File: config.mk
export PLATFORM = sky130hd
export DESIGN_NAME = calc_display_driver
export DESIGN_NICKNAME = d
export VERILOG_FILES = /design/src/rtl/calc_display_driver.sv
export SDC_FILE = /design/constraint.sdc
export NUM_CORES = 1
export LEC_CHECK = 0
export ABC_AREA = 1
export CAP_MARGIN = 20
export CORE_ASPECT_RATIO = 0.6
export CORE_MARGIN = 3
export CORE_UTILIZATION = 63
export DETAILED_ROUTE_END_ITERATION = 16
export GPL_TIMING_DRIVEN = 0
export PLACE_DENSITY = 0.95
export SYNTH_ARGS = -nofsm -noshare
export SYNTH_HDL_FRONTEND = slang
export SYNTH_SLANG_ARGS = --single-unit
export TNS_END_PERCENT = 1
File: constraint.sdc
create_clock -name clk -period 2.3 [get_ports clk]
set_input_delay 0.345 -clock clk [delete_from_list [all_inputs] [get_ports clk]]
set_output_delay 0.345 -clock clk [all_outputs]
set_load 0.05 [all_outputs]
File: src/rtl/calc_display_driver.sv
// Shift-add-3 BCD converter for the calculator result plus a 4-digit multiplexed 7-segment scanner.
// Optional build macro LEADING_ZERO_BLANK_EN blanks leading zeros on the hundreds/tens digits.
module calc_display_driver #(
  parameter int SCAN_DIV = 100000
) (
  input  logic        clk,
  input  logic        rst_n,
  input  logic [7:0]  calc_out,
  input  logic        op_mul,
  output logic        busy,
  output logic        bcd_valid,
  output logic [11:0] bcd_out,
  output logic [3:0]  an,
  output logic [6:0]  seg,
  output logic        dp
);

  localparam int PW = $clog2(SCAN_DIV);
  localparam logic [PW-1:0] PRESC_MAX = PW'(SCAN_DIV - 1);
  localparam logic [6:0] SEG_BLANK = 7'b1111111;
  localparam logic [6:0] SEG_E     = 7'b0000110;

  typedef enum logic [1:0] {IDLE = 2'd0, SHIFT = 2'd1, DONE = 2'd2} state_t;

  state_t        state;
  logic [8:0]    in_q;
  logic          in_q_valid;
  logic [8:0]    snap;
  logic          start_pending;
  logic [19:0]   sh;
  logic [2:0]    iter;
  logic          ovf_snap;
  logic          ovf_q;
  logic [7:0]    value;
  logic          ovf_in;
  logic          change;
  logic [PW-1:0] presc;
  logic [1:0]    idx;
  logic [6:0]    digit_seg;

  function automatic logic [19:0] dabble_step(input logic [19:0] s);
    logic [19:0] t;
    t = s;
    for (int k = 0; k < 3; k++) begin
      if (t[8 + 4*k +: 4] >= 4'd5) t[8 + 4*k +: 4] = t[8 + 4*k +: 4] + 4'd3;
      else                         t[8 + 4*k +: 4] = t[8 + 4*k +: 4];
    end
    return {t[18:0], 1'b0};
  endfunction

  function automatic logic [6:0] glyph(input logic [3:0] d);
    case (d)
      4'd0:    glyph = 7'b1000000;
      4'd1:    glyph = 7'b1111001;
      4'd2:    glyph = 7'b0100100;
      4'd3:    glyph = 7'b0110000;
      4'd4:    glyph = 7'b0011001;
      4'd5:    glyph = 7'b0010010;
      4'd6:    glyph = 7'b0000010;
      4'd7:    glyph = 7'b1111000;
      4'd8:    glyph = 7'b0000000;
      4'd9:    glyph = 7'b0010000;
      default: glyph = SEG_BLANK;
    endcase
  endfunction

  // Add/sub results carry the overflow flag in bit 7 and only 5 magnitude bits.
  always_comb begin
    if (in_q[8]) value = in_q[7:0];
    else         value = {3'b000, in_q[4:0]};
  end

  assign ovf_in = ~in_q[8] & in_q[7];
  assign change = (in_q != snap);

  // Input stage: one register of the raw {op_mul, calc_out} pair.
  always_ff @(posedge clk or negedge rst_n) begin
    if (!rst_n) begin
      in_q       <= 9'd0;
      in_q_valid <= 1'b0;
    end else begin
      in_q       <= {op_mul, calc_out};
      in_q_valid <= 1'b1;
    end
  end

  // Conversion FSM; in_q_valid keeps the post-reset forced start from using a stale in_q.
  always_ff @(posedge clk or negedge rst_n) begin
    if (!rst_n) begin
      state         <= IDLE;
      snap          <= 9'd0;
      start_pending <= 1'b1;
      sh            <= 20'd0;
      iter          <= 3'd0;
      ovf_snap      <= 1'b0;
      ovf_q         <= 1'b0;
      busy          <= 1'b0;
      bcd_valid     <= 1'b0;
      bcd_out       <= 12'd0;
    end else begin
      bcd_valid <= 1'b0;
      case (state)
        IDLE: begin
          if (in_q_valid && (start_pending || change)) begin
            snap          <= in_q;
            ovf_snap      <= ovf_in;
            sh            <= {12'd0, value};
            iter          <= 3'd0;
            start_pending <= 1'b0;
            busy          <= 1'b1;
            state         <= SHIFT;
          end else begin
            busy <= 1'b0;
          end
        end
        SHIFT: begin
          sh   <= dabble_step(sh);
          iter <= iter + 3'd1;
          if (iter == 3'd7) state <= DONE;
          else              state <= SHIFT;
        end
        DONE: begin
          bcd_out   <= sh[19:8];
          ovf_q     <= ovf_snap;
          bcd_valid <= 1'b1;
          busy      <= change;
          state     <= IDLE;
        end
        default: begin
          busy  <= 1'b0;
          state <= IDLE;
        end
      endcase
    end
  end

  // Glyph for the digit currently selected by the scan index.
  always_comb begin
    digit_seg = SEG_BLANK;
    case (idx)
      2'd0: digit_seg = glyph(bcd_out[3:0]);
      2'd1: begin
`ifdef LEADING_ZERO_BLANK_EN
        if (bcd_out[11:4] == 8'd0) digit_seg = SEG_BLANK;
        else                       digit_seg = glyph(bcd_out[7:4]);
`else
        digit_seg = glyph(bcd_out[7:4]);
`endif
      end
      2'd2: begin
`ifdef LEADING_ZERO_BLANK_EN
        if (bcd_out[11:8] == 4'd0) digit_seg = SEG_BLANK;
        else                       digit_seg = glyph(bcd_out[11:8]);
`else
        digit_seg = glyph(bcd_out[11:8]);
`endif
      end
      2'd3: begin
        if (ovf_q) digit_seg = SEG_E;
        else       digit_seg = SEG_BLANK;
      end
      default: digit_seg = SEG_BLANK;
    endcase
  end

  // Display scanner; an and seg are registered together so they switch on the same edge.
  always_ff @(posedge clk or negedge rst_n) begin
    if (!rst_n) begin
      presc <= '0;
      idx   <= 2'd0;
      an    <= 4'b1111;
      seg   <= SEG_BLANK;
      dp    <= 1'b1;
    end else begin
      if (presc == PRESC_MAX) begin
        presc <= '0;
        idx   <= idx + 2'd1;
      end else begin
        presc <= presc + {{(PW-1){1'b0}}, 1'b1};
        idx   <= idx;
      end
      an  <= ~(4'b0001 << idx);
      seg <= digit_seg;
      dp  <= 1'b1;
    end
  end

endmodule
### Word level (Yosys, flattened, before mapping)

Memories as Yosys holds them, arrays and structs flattened.
Cells that the tools add are included.

| word-level totals | value |
|---|---|
| bits in read-only memories | 336 |
| register bits after elaboration | 91 |
| bits of input ports | 11 |
| logic and storage cells | 65 |
| memories kept | 3 |

| operators by class | value |
|---|---|
| bitwise logic cells | 3 |
| add/sub/neg operators | 6 |
| muxes and demuxes | 17 |
| shifts and indexed selects | 1 |
| $lt $le $gt $ge | 3 |
| eq/ne operators | 9 |
| reductions and logical operators | 7 |

Memories:

| memory | depth | width | read ports | clocked after Yosys merged registers in | wr ports | line | source |
|---|---|---|---|---|---|---|---|
| (name not given) | 16 | 7 | 1 | 0 | 0 | 52 | `case (d)` |
| (name not given) | 16 | 7 | 1 | 0 | 0 | 52 |  |
| (name not given) | 16 | 7 | 1 | 0 | 0 | 52 |  |

Operator list:

| cell | number |
|---|---|
| one-hot mux 20 bit (2 select lines) | 1 |
| one-hot mux 7 bit (4 select lines) | 1 |
| two-way mux 20 bit | 1 |
| adder 17 x 1 -> 17 bit (second input constant) | 1 |
| == test 17 bit (second input constant) | 1 |
| two-way mux 17 bit | 1 |
| greater-or-equal comparator 4 x 3 -> 1 bit (second input constant) | 3 |
| != test 9 bit | 1 |
| adder 4 x 2 -> 4 bit (second input constant) | 2 |
| two-way mux 4 bit | 2 |
| two-way mux 8 bit | 1 |
| two-way mux 7 bit | 1 |
| == test 2 bit (second input constant) | 3 |
| two-way mux 3 bit | 2 |
| one-hot mux 3 bit (2 select lines) | 1 |
| == test 2 x 1 -> 1 bit (second input constant) | 2 |
| logical NOT 2 bit | 2 |
| two-way mux 2 bit | 2 |
| NOT 4 bit | 1 |
| one-hot mux 2 bit (2 select lines) | 1 |
| AND reduction 2 bit | 2 |
| << shifter 1 x 2 -> 4 bit (first input constant) | 1 |
| adder 3 x 1 -> 3 bit (second input constant) | 1 |
| adder 3 x 2 -> 3 bit (second input constant) | 1 |
| 10 further kinds | 11 |

### Longest topological paths before layout

Gate-level depths: netlist (run 1).

| depth | value |
|---|---|
| word-level depth | 5 |
| depth in mapped cells | 11 |
| mapped depth without buffers | 10 |

### Least setup slack after synthesis (run 1)

No wires, ideal clock.

| path | value |
|---|---|
| kind | register to register |
| start | register bcd_out[9] |
| end | register seg[3] |
| stages on the path, launching flop included | 8 |
| arrival | 1.602 ns |
| slack | 0.620 ns |
| library setup time | 0.078 ns |
| path buffers | 0 |
| cell sequence | dfrtp_1 inv_1 ha_1 a21oi_1 o21ai_0 nand3_1 o21ai_0 inv_1 |

| on the way | value |
|---|---|
| word-level cells in the longest chain between the ends | 2 |

Ends and longest elaborated chain:

| item | line | source |
|---|---|---|
| start: declaration | 12 | `output logic [11:0] bcd_out,` |
| start signal: assignment | 123 | `bcd_out <= sh[19:8];` |
| memory read (16 x 7 bit) | -- |  |
| one-hot mux 7 bit (4 select lines) | 140 | `case (idx)` |
| net digit_seg[3] | 39 | `logic [6:0] digit_seg;` |
| end signal: assignment | 183 | `seg <= digit_seg;` |
| end: declaration | 14 | `output logic [6:0] seg,` |

The timed path passes the listed nets, and every way through them passes these cells.
A chain may end at the register's enable or synchronous reset.

### Final worst setup path (run 1)

| path | value |
|---|---|
| start | register bcd_out[10] |
| end | output port bcd_out[10] |

No word-level cell between the ends.

==> results.py, run 1 <==
metrics = {
    "setup_path": {
        "critical_path_class": "reg2out",
        "worst_path_dominant_cell_family": "buffers and inverters",
        "timing.rr.end": "sh[7]",
        "worst-path-buf-inv": 1,
        "critical_path.endpoint_type": "output pin",
        "cp-startpoint": "bcd_out[10]",
        "rr_worst_depth": 10,
        "arrival_ps": 1760,
        "slowest_stage": "clkdlybuf4s50_1",
        "crit_cells": 1,
        "critPathCapture": "bcd_out[10]",
        "crit_fanout": 8,
        "r2r_slack_ps": 610,
        "worstPathRequired_ps": 1960,
        "r2r-start": "in_q[8]",
        "slowest_delay_ps": 890,
        "cp-start-kind": "flop",
        "crit_chain": "clkdlybuf4s50_1",
    },
    "clock_tree": {
        "cts_root_buf": "clkbuf_16",
        "clk_path_buf_depth": 2,
        "cts.repair.resized": 0,
        "insertion_delay_ps": 350,
        "post-cts-setup-buffer-count": 0,
        "clk_pin_slew_ps": 60,
        "clock_sinks": 91,
        "cts_tree": "yes",
        "htree_num_levels": 3,
        "numCtsBuffers": 9,
    },
    "routing": {
        "wire_per_inst_microns": 15.7,
        "drc": 0,
        "finalWirelength_mm": 11.1,
        "vias_per_cell": 5.71,
        "vias": 4044,
        "ant_nets": 0,
        "drt_pass1_iterations": 5,
        "drt_iter0_drc": 473,
    },
    "min_path": {
        "hold_path.class": "in2async",
    },
    "pwr": {
        "ir_worst_vdd_mv": 0.553,
        "intPower_mw": 3.95,
        "p_switching_mw": 2.90,
        "pwr-share-seq_pct": 36.8,
        "p_clk_share_pct": 21.8,
        "leakage_nw": 2.72,
        "power_density_nw_per_um2": 1230,
        "p_sw_share_pct": 42.3,
        "comb_power_share_pct": 41.4,
    },
    "yosys": {
        "netlist_area_sq_um": 4750,
        "ys_seq_elements": 91,
        "ys_types": 41,
        "syn_inst": 554,
        "synth.avg_cell_area_sq_um": 8.57,
        "synth_enable_flop_cells": 0,
        "async_flop_share_pct": 100,
        "ys_seq_area_share_pct": 48.3,
        "synth_ff_type": "dfrtp_1",
        "ys_warn_count": 0,
    },
    "grt": {
        "grt-ovfl-total": 0,
        "groute.layer.met3.usage_pct": 6.89,
        "grt_pass1_vias": 3898,
        "met2_usage_pct": 45.0,
        "grt_max_degree": 74,
        "grt_first_pass_wirelength_mm": 18.7,
        "antenna_found_initial": 0,
        "grtUsageTotal_pct": 27.2,
        "grt_busiest_layer": "met2",
        "met1_usage_pct": 35.7,
    },
    "status": {
        "status": "complete, no violations",
    },
    "timing": {
        "timing.fmax_ghz": 0.476,
        "rsz0062_at_grt": "false",
        "setup_viol": 0,
        "fin_ws_ps": 197,
        "fin_crit_sh_pct": 91.4,
        "min_period_ps": 2100,
        "drv_slew": 0,
        "slew_headroom_pct": 65.4,
        "worst_clock_skew_ps": 5.52,
        "hold_viol": 0,
        "max_slew.worst_pin.slew_ps": 517,
        "holdWs_ps": 432,
    },
    "floorplanning": {
        "io_pins": 37,
        "fp.dieW_microns": 118,
        "coreArea_sq_um": 6990,
        "num_rows": 23,
        "dieArea_sq_um": 8640,
        "start_util_pct": 67.9,
        "die_h_microns": 73.2,
    },
    "placement": {
        "dp_cells": 691,
        "dp_slack_ps": 613,
        "gp_congestion": 0.897,
        "port-buffer-count": 35,
        "place_hpwl_mm": 7.71,
    },
    "final_layout": {
        "fill_cells": 438,
        "syn2layout_area_growth_pct": 17.1,
        "drive_gt1_share_pct": 10.5,
        "nets": 645,
        "antenna_cells": 0,
        "instances_no_fill": 708,
    },
    "run": {
        "drv_cap": 0,
    },
}
-- routing by layer --
layer	vias up	share of wire, %	wire [microns]
met5	-	0	0
met4	0	2.0	221
met3	26	9.6	1060
met2	206	47	5190
met1	1933	42	4640
li1	1879	-	-
-- sequential cells by signal, summed over array words and instances (netlist names) --
signal / cells
sh: 20
presc: 17
bcd_out: 12
in_q: 9
snap: 9
seg: 7
an: 4
iter: 3
idx: 2
state: 2
bcd_valid: 1
busy: 1
in_q_valid: 1
ovf_q: 1
ovf_snap: 1
start_pending: 1
-- metrics by stage --
step	setup TNS [ps]	utilization (%)	area [sq um]	power (mW)
finish	0	79.5	5560	6.85
global route	0	79.5	5560	7.25
CTS	0	79.5	5560	6.80
detailed placement	0	75.1	5250	5.26
global placement	-194920	74.7	5230	5.06
floorplan	0	-	4750	4.41
-- kinds of logic after synthesis --
kind of cell / share of synthesized area [%]
compound gates: 10.4
xor+xnor: 2.77
fa+ha+maj: 8.17
buf+inv: 8.01
flops: 48.3
mux: 0.237
other cells: 0.0790
simple gates: 22.1
-- cells in the final DEF, fill, tap and decap left out, types with 3 or more instances in the layout --
cell	instances
buf_6	4
clkbuf_16	9
xor2_1	7
dfstp_2	12
a21oi_1	20
nor3_1	4
inv_1	70
nor2_2	4
nand2_2	4
o21ai_0	50
xnor2_1	8
buf_2	8
nand2_1	138
dfrtp_1	79
nor2_4	3
nor2_1	29
clkbuf_1	3
nand3_1	40
clkdlybuf4s50_1	34
o211ai_1	4
inv_2	5
nand4_1	7
o21ai_1	4
ha_1	31
-- how the worst min path moves through the flow --
stage | startpoint | endpoint | slack, ps | cells past startpoint
CTS | rst_n | bcd_out[1] | 430 | 2
global placement | presc[0] | presc[0] | 450 | 1
floorplan | rst_n | bcd_out[0] | 50 | 0
global route | calc_out[5] | in_q[5] | 430 | 1
detailed placement | rst_n | busy | 240 | 1
finish | rst_n | bcd_out[1] | 430 | 2
-- power groups by stage --
stage | sequential [mW] | combinational [mW] | clock, mW
after floorplan | 2.88 | 1.53 | 0
after global placement | 2.48 | 2.58 | 0
after detailed placement | 2.51 | 2.74 | 0
after CTS | 2.50 | 2.80 | 1.50
after global routing | 2.57 | 3.10 | 1.58
final | 2.52 | 2.84 | 1.49
-- cells in the mapped netlist (2+ instances only) --
master    instances  area share, %
a21oi_1          20            2.1
a31oi_2           2           0.53
buf_2             8           0.84
buf_6             4           0.95
dfrtp_1          79             42
dfstp_2          12            6.6
ha_1             31            8.2
inv_1            70            5.5
inv_2             5           0.40
nand2_1         138             11
nand2_2           4           0.53
nand3_1          40            4.2
nand4_1           7           0.92
nor2_1           29            2.3
nor2_2            4           0.53
nor2_4            3           0.71
nor3_1            4           0.42
o211ai_1          4           0.63
o21a_1            2           0.32
o21ai_0          50            5.3
o21ai_1           4           0.42
o31ai_1           2           0.32
xnor2_1           8            1.5
xor2_1            7            1.3
-- repair_timing --
item,in CTS,in global routing
hold endpoints to repair,7,0
endpoints found under the setup margin,0,0
hold buffers,1,0
-- cell type report --
type / count / area [sq um] / area share [%]
well taps: 100 / 125 / 2.25
repair buffers: 37 / 385 / 6.93
inverters: 76 / 288 / 5.18
multi-input cells: 375 / 2080 / 37.4
clock buffers: 14 / 264 / 4.75
plain buffers: 13 / 92.6 / 1.67
flip-flops and latches: 91 / 2290 / 41.2
clock inverters: 2 / 35.0 / 0.630
No activity file was read; power rests on OpenSTA's default activity.
==> inputs of run 2 (changes only) <==
--- a/config.mk
+++ b/config.mk
@@ -10,6 +10,7 @@
 export CORE_ASPECT_RATIO = 0.6
 export CORE_MARGIN = 3
 export CORE_UTILIZATION = 63
+export CTS_BUF_LIST = sky130_fd_sc_hd__clkbuf_4 sky130_fd_sc_hd__clkbuf_8 sky130_fd_sc_hd__clkbuf_16
 export DETAILED_ROUTE_END_ITERATION = 16
 export GPL_TIMING_DRIVEN = 0
 export PLACE_DENSITY = 0.95
==> constraint.sdc (replaced) <==
create_clock -name clk -period 2.3 [get_ports clk]
set_input_delay 0.575 -clock clk [delete_from_list [all_inputs] [get_ports clk]]
set_output_delay 0.575 -clock clk [all_outputs]
set_load 0.05 [all_outputs]
==> run 2 against run 1 <==
Register-to-register slack about the same; non-clock buffer count is 1 lower; highest routed layer unchanged; flip-flop and latch count did not move.
==> results.py, run 2 (same netlist as run 1, synthesis figures left out) <==
metrics = {
    "timing": {
        "rsz0062_at_grt": "false",
        "slew_headroom_pct": 65.4,
        "max_slew.worst_pin.slew_ps": 517,
        "fin_crit_sh_pct": 98.2,
        "drv_slew": 0,
        "setup_viol": 0,
        "fin_ws_ps": 42.0,
        "min_period_ps": 2260,
        "worst_clock_skew_ps": 6.85,
        "timing.fmax_ghz": 0.443,
        "hold_viol": 0,
    },
    "setup_path": {
        "critical_path_class": "reg2out",
        "arrival_ps": 1680,
        "worst-path-buf-inv": 1,
        "slowest_delay_ps": 850,
        "slowest_stage": "clkdlybuf4s50_1",
        "crit_fanout": 6,
        "crit_chain": "clkdlybuf4s50_1",
        "cp-start-kind": "flop",
        "r2r_slack_ps": 600,
        "worst_path_dominant_cell_family": "buffers and inverters",
        "worstPathRequired_ps": 1730,
        "critical_path.endpoint_type": "output pin",
    },
    "final_layout": {
        "largest-register": "sh",
        "postLayoutCellArea_sq_um": 5560,
        "largest_register_ffs": 20,
        "final_common_cell": "nand2_1",
        "seq_area_sq_um": 2290,
        "fill_cells": 438,
        "top_regs": "sh (20), presc (17), bcd_out (12)",
        "drive_gt1_share_pct": 11.0,
        "final_core_util_pct": 79.5,
        "antenna_cells": 0,
        "syn2layout_area_growth_pct": 17.1,
        "final_cell_mix": "nand2_1, dfrtp_1, inv_1, o21ai_0, nand3_1",
        "nets": 644,
        "multi_input_area_sq_um": 2080,
    },
    "pwr": {
        "power_density_nw_per_um2": 1240,
        "ir_worst_vdd_mv": 0.552,
        "leakage_nw": 2.74,
    },
    "routing": {
        "drc": 0,
        "wire_per_inst_microns": 15.9,
        "drt_pass1_iterations": 7,
        "vias": 4075,
        "vias_per_cell": 5.76,
        "ant_nets": 0,
        "drt_iter0_drc": 516,
        "finalWirelength_mm": 11.2,
    },
    "clock_tree": {
        "numCtsBuffers": 9,
        "cts-hold-fix-buffers": 0,
        "clock_sinks": 91,
        "clk_pin_slew_ps": 60,
        "cts_tree": "yes",
        "cts_root_buf": "clkbuf_16",
        "clk_path_buf_depth": 2,
        "insertion_delay_ps": 350,
        "htree_num_levels": 3,
    },
    "grt": {
        "grt-ovfl-total": 0,
        "antenna_found_initial": 0,
        "grt_max_degree": 74,
        "grt_pass1_vias": 3904,
        "grtUsageTotal_pct": 27.2,
        "grt_first_pass_wirelength_mm": 18.7,
    },
    "placement": {
        "place_hpwl_mm": 7.71,
        "gp_congestion": 0.897,
        "dpl_cell_area_sq_um": 5250,
        "port-buffer-count": 35,
        "dp_slack_ps": 383,
    },
    "floorplanning": {
        "die_h_microns": 73.2,
        "coreArea_sq_um": 6990,
        "num_rows": 23,
        "start_util_pct": 67.9,
        "io_pins": 37,
        "dieArea_sq_um": 8640,
        "fp.dieW_microns": 118,
    },
    "min_path": {
        "hold_path.class": "in2async",
    },
    "status": {
        "status": "complete, no violations",
    },
    "run": {
        "drv_cap": 0,
    },
}
==> run 2: timing repair <==
| item | 4_1_cts | 5_1_grt |
|---|---|---|
| endpoints found under the setup margin | 2 | 0 |
| resized for setup | 2 | 0 |
| buffers inserted | 0 | 0 |
==> run 2: per-stage QoR <==
| stage | setup TNS [ps] | cells | hold slack [ps] | power, mW |
|---|---|---|---|---|
| after global routing | 0 | 707 | 114 | 7.27 |
| after CTS | 0 | 707 | 106 | 6.82 |
| after floorplan | 0 | 555 | 279 | 4.41 |
| final | 0 | 707 | 99.3 | 6.87 |
| after global placement | -215850 | 690 | 446 | 5.06 |
| after detailed placement | 0 | 691 | 455 | 5.26 |
==> run 2: metal layers <==
layer  vias up  global-route usage (%)  part of all wire, %
met4         0                    10.1                  2.0
met2       215                    44.8                   46
li1       1871                       -                    -
met1      1965                    36.0                   42
met3        24                    6.20                  9.2
met5         -                       0                    0
==> run 2: power by group <==
| group | internal (mW) | switching [mW] | total [mW] |
|---|---|---|---|
| Combinational | 0.963 | 1.86 | 2.82 |
| Sequential | 2.07 | 0.445 | 2.52 |
| Clock | 0.936 | 0.592 | 1.53 |
| Total | 3.97 | 2.90 | 6.87 |
==> run 2: layout make-up <==
type                            count  area share, %
Sequential cell                    91           41.2
Multi-Input combinational cell    375           37.4
Timing Repair Buffer               36           6.71
Inverter                           76           5.18
Clock buffer                       14           4.95
Tap cell                          100           2.25
Buffer                             13           1.67
Clock inverter                      2          0.630
==> run 2: path summary, 6_finish.rpt <==
check | startpoint | to | depth (start not counted)
max in group asynchronous | rst_n | snap[2] | 2
setup / recovery | bcd_out[5] | bcd_out[5] | 1
hold / removal | rst_n | busy | 1
min in group clk | presc[0] | presc[0] | 1
setup reg to reg | in_q[3] | sh[7] | 8
hold reg to reg | presc[0] | presc[0] | 1
